### config.mk
export PLATFORM = sky130hd
export DESIGN_NAME = video_signal_generator
export DESIGN_NICKNAME = d
export VERILOG_FILES = /design/src/rtl/video_signal_generator.sv
export SDC_FILE = /design/constraint.sdc
export NUM_CORES = 1
export LEC_CHECK = 0
export ABC_AREA = 1
export CELL_PAD_IN_SITES_DETAIL_PLACEMENT = 0
export CELL_PAD_IN_SITES_GLOBAL_PLACEMENT = 1
export CORE_ASPECT_RATIO = 1.2
export CORE_MARGIN = 2
export CORE_UTILIZATION = 39
export CTS_CLUSTER_SIZE = 10
export DETAILED_ROUTE_END_ITERATION = 10
export PLACE_DENSITY = 0.86
export SYNTH_ARGS = -nofsm -noshare
export SYNTH_HDL_FRONTEND = slang
export SYNTH_SLANG_ARGS = --single-unit
### constraint.sdc
create_clock -name i_clk_pxl -period 3 [get_ports i_clk_pxl]
set_clock_uncertainty 0.1 [all_clocks]
set_input_delay 0.6 -clock i_clk_pxl [delete_from_list [all_inputs] [get_ports i_clk_pxl]]
set_output_delay 0.6 -clock i_clk_pxl [all_outputs]
set_load 0.02 [all_outputs]
### src/rtl/video_signal_generator.sv
// Raster timing master: nested sx/sy modulo counters plus a frame counter, with sync/de/nf decoded from position.
// Latency: all decodes are combinational from the position registers. Backpressure: none, it free-runs and consumers hold it in i_reset.
// Build option VIDEO_SIGNAL_GENERATOR_NEG_SYNC_EN makes o_hsync/o_vsync active-low.
module video_signal_generator #(
    parameter int ACTIVE_H_PIXELS = 1280,
    parameter int H_FRONT_PORCH   = 110,
    parameter int H_SYNCH_WIDTH   = 40,
    parameter int H_BACK_PORCH    = 220,
    parameter int ACTIVE_LINES    = 720,
    parameter int V_FRONT_PORCH   = 5,
    parameter int V_SYNCH_WIDTH   = 5,
    parameter int V_BACK_PORCH    = 20,
    parameter int FPS             = 60,
    localparam int H_TOTAL = ACTIVE_H_PIXELS + H_FRONT_PORCH + H_SYNCH_WIDTH + H_BACK_PORCH,
    localparam int V_TOTAL = ACTIVE_LINES + V_FRONT_PORCH + V_SYNCH_WIDTH + V_BACK_PORCH,
    localparam int SXW     = $clog2(H_TOTAL),
    localparam int SYW     = $clog2(V_TOTAL),
    localparam int FCW     = $clog2(FPS)
) (
    input  logic           i_clk_pxl,
    input  logic           i_reset,
    output logic [SXW-1:0] o_sx,
    output logic [SYW-1:0] o_sy,
    output logic           o_hsync,
    output logic           o_vsync,
    output logic           o_de,
    output logic           o_nf,
    output logic [FCW-1:0] o_fc
);

    localparam logic [SXW-1:0] SX_LAST  = SXW'(H_TOTAL - 1);
    localparam logic [SXW-1:0] H_ACT    = SXW'(ACTIVE_H_PIXELS);
    localparam logic [SXW-1:0] HS_START = SXW'(ACTIVE_H_PIXELS + H_FRONT_PORCH);
    localparam logic [SXW-1:0] HS_END   = SXW'(ACTIVE_H_PIXELS + H_FRONT_PORCH + H_SYNCH_WIDTH - 1);
    localparam logic [SYW-1:0] SY_LAST  = SYW'(V_TOTAL - 1);
    localparam logic [SYW-1:0] V_ACT    = SYW'(ACTIVE_LINES);
    localparam logic [SYW-1:0] VS_START = SYW'(ACTIVE_LINES + V_FRONT_PORCH);
    localparam logic [SYW-1:0] VS_END   = SYW'(ACTIVE_LINES + V_FRONT_PORCH + V_SYNCH_WIDTH - 1);
    localparam logic [FCW-1:0] FC_LAST  = FCW'(FPS - 1);

    logic [SXW-1:0] sx_q, sx_d;
    logic [SYW-1:0] sy_q, sy_d;
    logic [FCW-1:0] fc_q, fc_d;
    logic           hs_act;
    logic           vs_act;

    always_comb begin
        sx_d = sx_q;
        sy_d = sy_q;
        fc_d = fc_q;
        if (sx_q != SX_LAST) begin
            sx_d = sx_q + 1'b1;
        end else begin
            sx_d = '0;
            if (sy_q != SY_LAST) begin
                sy_d = sy_q + 1'b1;
            end else begin
                sy_d = '0;
                fc_d = (fc_q == FC_LAST) ? '0 : fc_q + 1'b1;
            end
        end
    end

    always_ff @(posedge i_clk_pxl) begin
        if (i_reset) begin
            sx_q <= '0;
            sy_q <= '0;
            fc_q <= '0;
        end else begin
            sx_q <= sx_d;
            sy_q <= sy_d;
            fc_q <= fc_d;
        end
    end

    // Decodes come straight off the registers so every output describes the same pixel.
    assign hs_act = (sx_q >= HS_START) && (sx_q <= HS_END);
    assign vs_act = (sy_q >= VS_START) && (sy_q <= VS_END);

`ifdef VIDEO_SIGNAL_GENERATOR_NEG_SYNC_EN
    assign o_hsync = ~hs_act;
    assign o_vsync = ~vs_act;
`else
    assign o_hsync = hs_act;
    assign o_vsync = vs_act;
`endif

    assign o_de = (sx_q < H_ACT) && (sy_q < V_ACT);
    assign o_nf = (sx_q == '0) && (sy_q == '0);
    assign o_sx = sx_q;
    assign o_sy = sy_q;
    assign o_fc = fc_q;

endmodule

; ---- After elaboration in Yosys (flattened, before gate mapping)
; Index checks and enable logic that the tools add are counted.
[totals]
ff_bits = 27
[classes]
add_sub_neg = 3
magnitude_cmp = 6
n_eq_ne = 3
n_mux = 2
bitwise = 2
n_reduce_logical = 8
[ops]
columns = op, n
row1 = adder 11 x 1 -> 11 bit (second input constant), 1
row2 = >= comparator 11 bit (second input constant), 1
row3 = less-or-equal comparator 11 bit (second input constant), 1
row4 = logical NOT 11 bit, 1
row5 = less-than comparator 11 bit (second input constant), 1
row6 = != test 11 bit (second input constant), 1
row7 = adder 10 x 1 -> 10 bit (second input constant), 1
row8 = >= comparator 10 bit (second input constant), 1
row9 = less-or-equal comparator 10 bit (second input constant), 1
row10 = logical NOT 10 bit, 1
row11 = less-than comparator 10 bit (second input constant), 1
row12 = two-way mux 10 bit, 1
row13 = != test 10 bit (second input constant), 1
row14 = adder 6 x 1 -> 6 bit (second input constant), 1
row15 = == test 6 bit (second input constant), 1
row16 = two-way mux 6 bit, 1
row17 = logical AND 1 bit, 4
row18 = NOT 1 bit, 2
row19 = AND reduction 2 bit, 1
row20 = OR reduction 2 bit, 1

; ---- Logic depth before layout (Yosys ltp)
; Gate-level depths: netlist (run 1).
[depth]
word_depth = 3
mapped_depth = 10
mapped_depth_nobuf = 10

; ---- Worst setup path before layout (run 1)
; No wires, ideal clock.
[synth_timing]
path_kind = register to output
start = register sy_q[0] (netlist: o_sy[0])
end = output port o_nf
t_arrival_ns = 1.565
required_time_ns = 2.300
path_slack_ns = 0.735
path_stages_with_launch = 7
path_cell_list = dfxtp_1 inv_1 ha_1 nand2_1 nor3_1 nand3_1 nor4_1
[synth_via]
elab_chain_len = 2
[synth_rtl]
columns = element, line_no
row1 = from (decl), 42  ; logic [SYW-1:0] sy_q, sy_d;
row2 = from (signal assigned), 71  ; sy_q <= sy_d;
row3 = logical NOT 10 bit, 89  ; assign o_nf = (sx_q == '0) && (sy_q == '0);
row4 = logical AND 1 bit, 89
row5 = to (decl), 27  ; output logic o_nf,
; No other way between the ends.

; ---- Final worst setup path (run 1)
[layout_timing]
start = register sy_q[0] (netlist: o_sy[0])
end = output port o_vsync
[layout_via]
elab_chain_len = 2
[layout_rtl]
columns = element, line_no
row1 = >= comparator 10 bit or less-or-equal comparator 10 bit (tied branches), 78  ; assign vs_act = (sy_q >= VS_START) && (sy_q <= VS_END);
row2 = logical AND 1 bit *, 78
row3 = to (decl), 25  ; output logic o_vsync,
; Mark *: on every way between the ends. The rest lies on a longest branch, timed or not.

==> summary.md, run 1 <==
| Metric | Value |
|---|---|
| Status | `finished, final reports clean` |
| Sequential power share | `58.6%` |
| Nature of the critical path startpoint | `flip-flop` |
| Clk Latency, worst-skew pair | `~270 ps` |
| Die area | `0.00524 sq mm` |
| Total track usage | `approximately 18%` |
| Worst path cell trace | `inv_1, ha_1, nand2_1, o21ai_0, nand3_1, nor3_1, clkdlybuf4s50_1` |
| Syn avg cell area | `~6.6 sq um` |
| Setup TNS Final | `0 ps` |
| First-pass GRT wire length | `approximately 7600 um` |
| CP top delay family | `buffers and inverters` |
| Leading area contributor after synthesis | `dfxtp_1` |
| Crit path time final | `between 2000 and 3000 ps` |
| Post-CTS Setup Repair Bufs | `0` |
| Combinational fraction of design power | `slightly above 8%` |
| Internal power | `~470 uW` |
| Fin. Hold Viols | `0` |
| Pre-CTS setup slack | `about 440 ps` |
| M1 GR Usage | `about a quarter` |
| Sequential share of the synthesized area | `between 20% and 30%` |
| Row Count | `27` |
| Most frequent cell after synthesis | `nand2_1` |
| Unrepaired setup endpoints after global routing | `false` |
| # DRC | `0` |
| Slew Limit Fails | `0` |
| Fin crit share | `between 90 and 100%` |
| Min-delay src | `o_sx[8]` |
| Synth top cells by count | `63 x nand2_1, 38 x inv_1, 27 x dfxtp_1, 27 x nor2_1, 23 x nand3_1` |
| Ratio of routed vias to standard cells | `around 5` |
| Total power | `627 uW` |
| Congestion Overflow GR | `0` |
| Worst path bufs/invs | `2` |
| Slew HR | `around two thirds` |
| Met2 Usage GRT | `between 30% and 40%` |
| Ys Warns | `0` |
| Final Non-Filler Cells | `between 300 and 400` |
| Starting Density | `about two fifths` |
| Grt peak-use layer | `met2` |
| Via count | `1,877` |
| Htree depth | `1` |
| Bufs on Longest Clock Path | `2` |
| Layout cell share with drive strength beyond 1 | `between 10% and 20%` |
| Worst path max stage delay | `roughly 640 ps` |
| Post-synth EDFFs | `0` |
| Core outline area | `0.00453 sq mm` |
| Clock root cell | `clkbuf_8` |
| Die width | `66.4 um` |
| Peak supply drop | `between 150 and 200 uV` |
| Placed insts | `approximately 360` |
| Routed Antenna Nets | `0` |
| Switching Fraction | `24.5%` |
| Seq cells post-synth | `27` |
| Switching pwr | `between 150 and 200 uW` |
| Max-cap violations | `0` |
| Io pins | `33` |
| Post-layout util | `~50%` |
| Clock power share | `about 33%` |
| CTS hold repair buffers | `0` |
| FMAX | `0.356 GHz` |
| IO buf count | `32` |
| Worst Path Class, Setup | `reg2out` |
| Avg WL per Cell | `12.6 um` |
| CP Launch Point | `o_sy[0]` |
| CTS clock-pin slew for the worst setup and hold paths | `100 ps` |
| Cell Area, Synth | `between 0.0015 and 0.002 sq mm` |
| Post-cts repair resize count | `0` |
| Critical R2R Launch | `o_sx[1]` |
| Largest cells by area after synthesis | `dfxtp_1 30%, nand2_1 13%, inv_1 7.8%` |
| Post-synthesis async set-or-reset flop share | `0%` |
| Worst Hold Class | `reg2reg` |
| Initial antenna violation count | `0` |
| Endpoints failing setup | `0` |
| Worst Path Max Fanout | `6` |
| Ant diodes | `0` |
| WP data required | `about 2300 ps` |
| Cells after Synth | `~280` |
| P&R area growth vs syn | `23.4%` |
| Synth cell types | `31` |
| Number of global-route vias before repair | `1,646` |
| CTS tree | `yes` |
| Leakage power | `about 0.00086 uW` |
| DRT Wirelength | `about 4600 um` |
| Worst setup margin | `between 150 and 200 ps` |
| Placed wire-length estimate | `~3600 um` |
| Critical Path Sink Type | `output pin` |
| Arrival @ worst endpoint | `around 2100 ps` |
| Drt pass-1 iters | `4` |
| Synth top area share | `29.7%` |
| Ys flop type | `dfxtp_1` |
| Clock Sinks | `27` |
| Largest net degree at the start of global routing | `16` |
| CP max-delay cell | `clkdlybuf4s50_1` |
| R2R setup slack | `1160 ps` |
| P per Cell Area | `between 200 and 300 mW/mm^2` |
| Die Y | `~80 um` |
| Slew at the pin closest to its max-slew limit | `475 ps` |
| GRT met3 Usage | `between 2 and 2.5%` |
| CTS Buf Count | `3` |
| Final #Nets | `around 320` |
| RD Place Congestion | `a little under 0.9` |
| Initial drt markers | `~100` |
| Syn nets | `around 290` |
==> layout make-up <==
type | instances | area (sq um)
Fill cell | 498 | 2280
Multi-Input combinational cell | 204 | 1100
Sequential cell | 27 | 541
Timing Repair Buffer | 33 | 330
Inverter | 42 | 160
Tap cell | 58 | 72.6
Clock buffer | 3 | 41.3
Clock inverter | 1 | 5.00
==> state kept, by name, summed over array words and instances (netlist names) <==
signal	cells
o_fc	6
o_sy	10
o_sx	11
==> metrics by stage <==
stage / hold WS, ps / cell area, sq um
6_report: 382 / 2250
5_1_grt: 429 / 2250
4_1_cts: 388 / 2240
3_5_place_dp: 371 / 2200
3_3_place_gp: 370 / 2200
2_1_floorplan: 447 / 1820
==> per-layer routing <==
metal  wire (um)  vias to the layer above
met2        2280                       51
met5           0                        -
met3         208                        6
met4          46                        0
li1            -                      966
met1        2100                      854
==> power groups by stage <==
stage,combinational [uW],clock [uW],sequential [uW]
detailed placement,52.2,0,376
floorplan,30.3,0,378
finish,50.9,208,368
CTS,52.5,218,368
global route,56.8,236,369
global placement,52.1,0,376
==> logic make-up (layout without fill, tap and decap cells) <==
family / count (synthesis) / count (layout) / share of synthesized area, %
and+or+nand+nor: 160 / 160 / 44.3
buffers and inverters: 46 / 79 / 10.1
DFF: 27 / 27 / 29.7
AOI/OAI and AO/OA: 36 / 36 / 10.4
adders and majority gates: 8 / 8 / 5.49
==> cell usage in the layout, fill, tap and decap left out, types with 11 or more instances in the layout <==
cell type	count
o21ai_0	11
clkdlybuf4s50_1	31
inv_1	38
nand4_1	12
dfxtp_1	27
a21oi_1	20
nor2_1	27
nand2_1	63
nand3_1	23
==> worst min-delay path, delay by kind of cell, from the launching register on <==
| family | cells | cell delay [ps] |
|---|---|---|
| AO/OA/AOI/OAI | 1 | 50 |
| flip-flops | 1 | 330 |
| AND/OR/NAND/NOR | 1 | 60 |
==> final timing paths <==
kind         depth (start not counted)       to
max                                  7  o_vsync
min                                  2  o_sx[8]
max reg2reg                          7  o_sy[1]
min reg2reg                          2  o_sx[8]
Power figures use the tool's default switching activity.
==> inputs of run 2 (changes only) <==
Settings changed: SKIP_LAST_GASP set to 1.
==> results of run 2 <==
No change in the layout: final DEF, timing and power equal those of run 1.
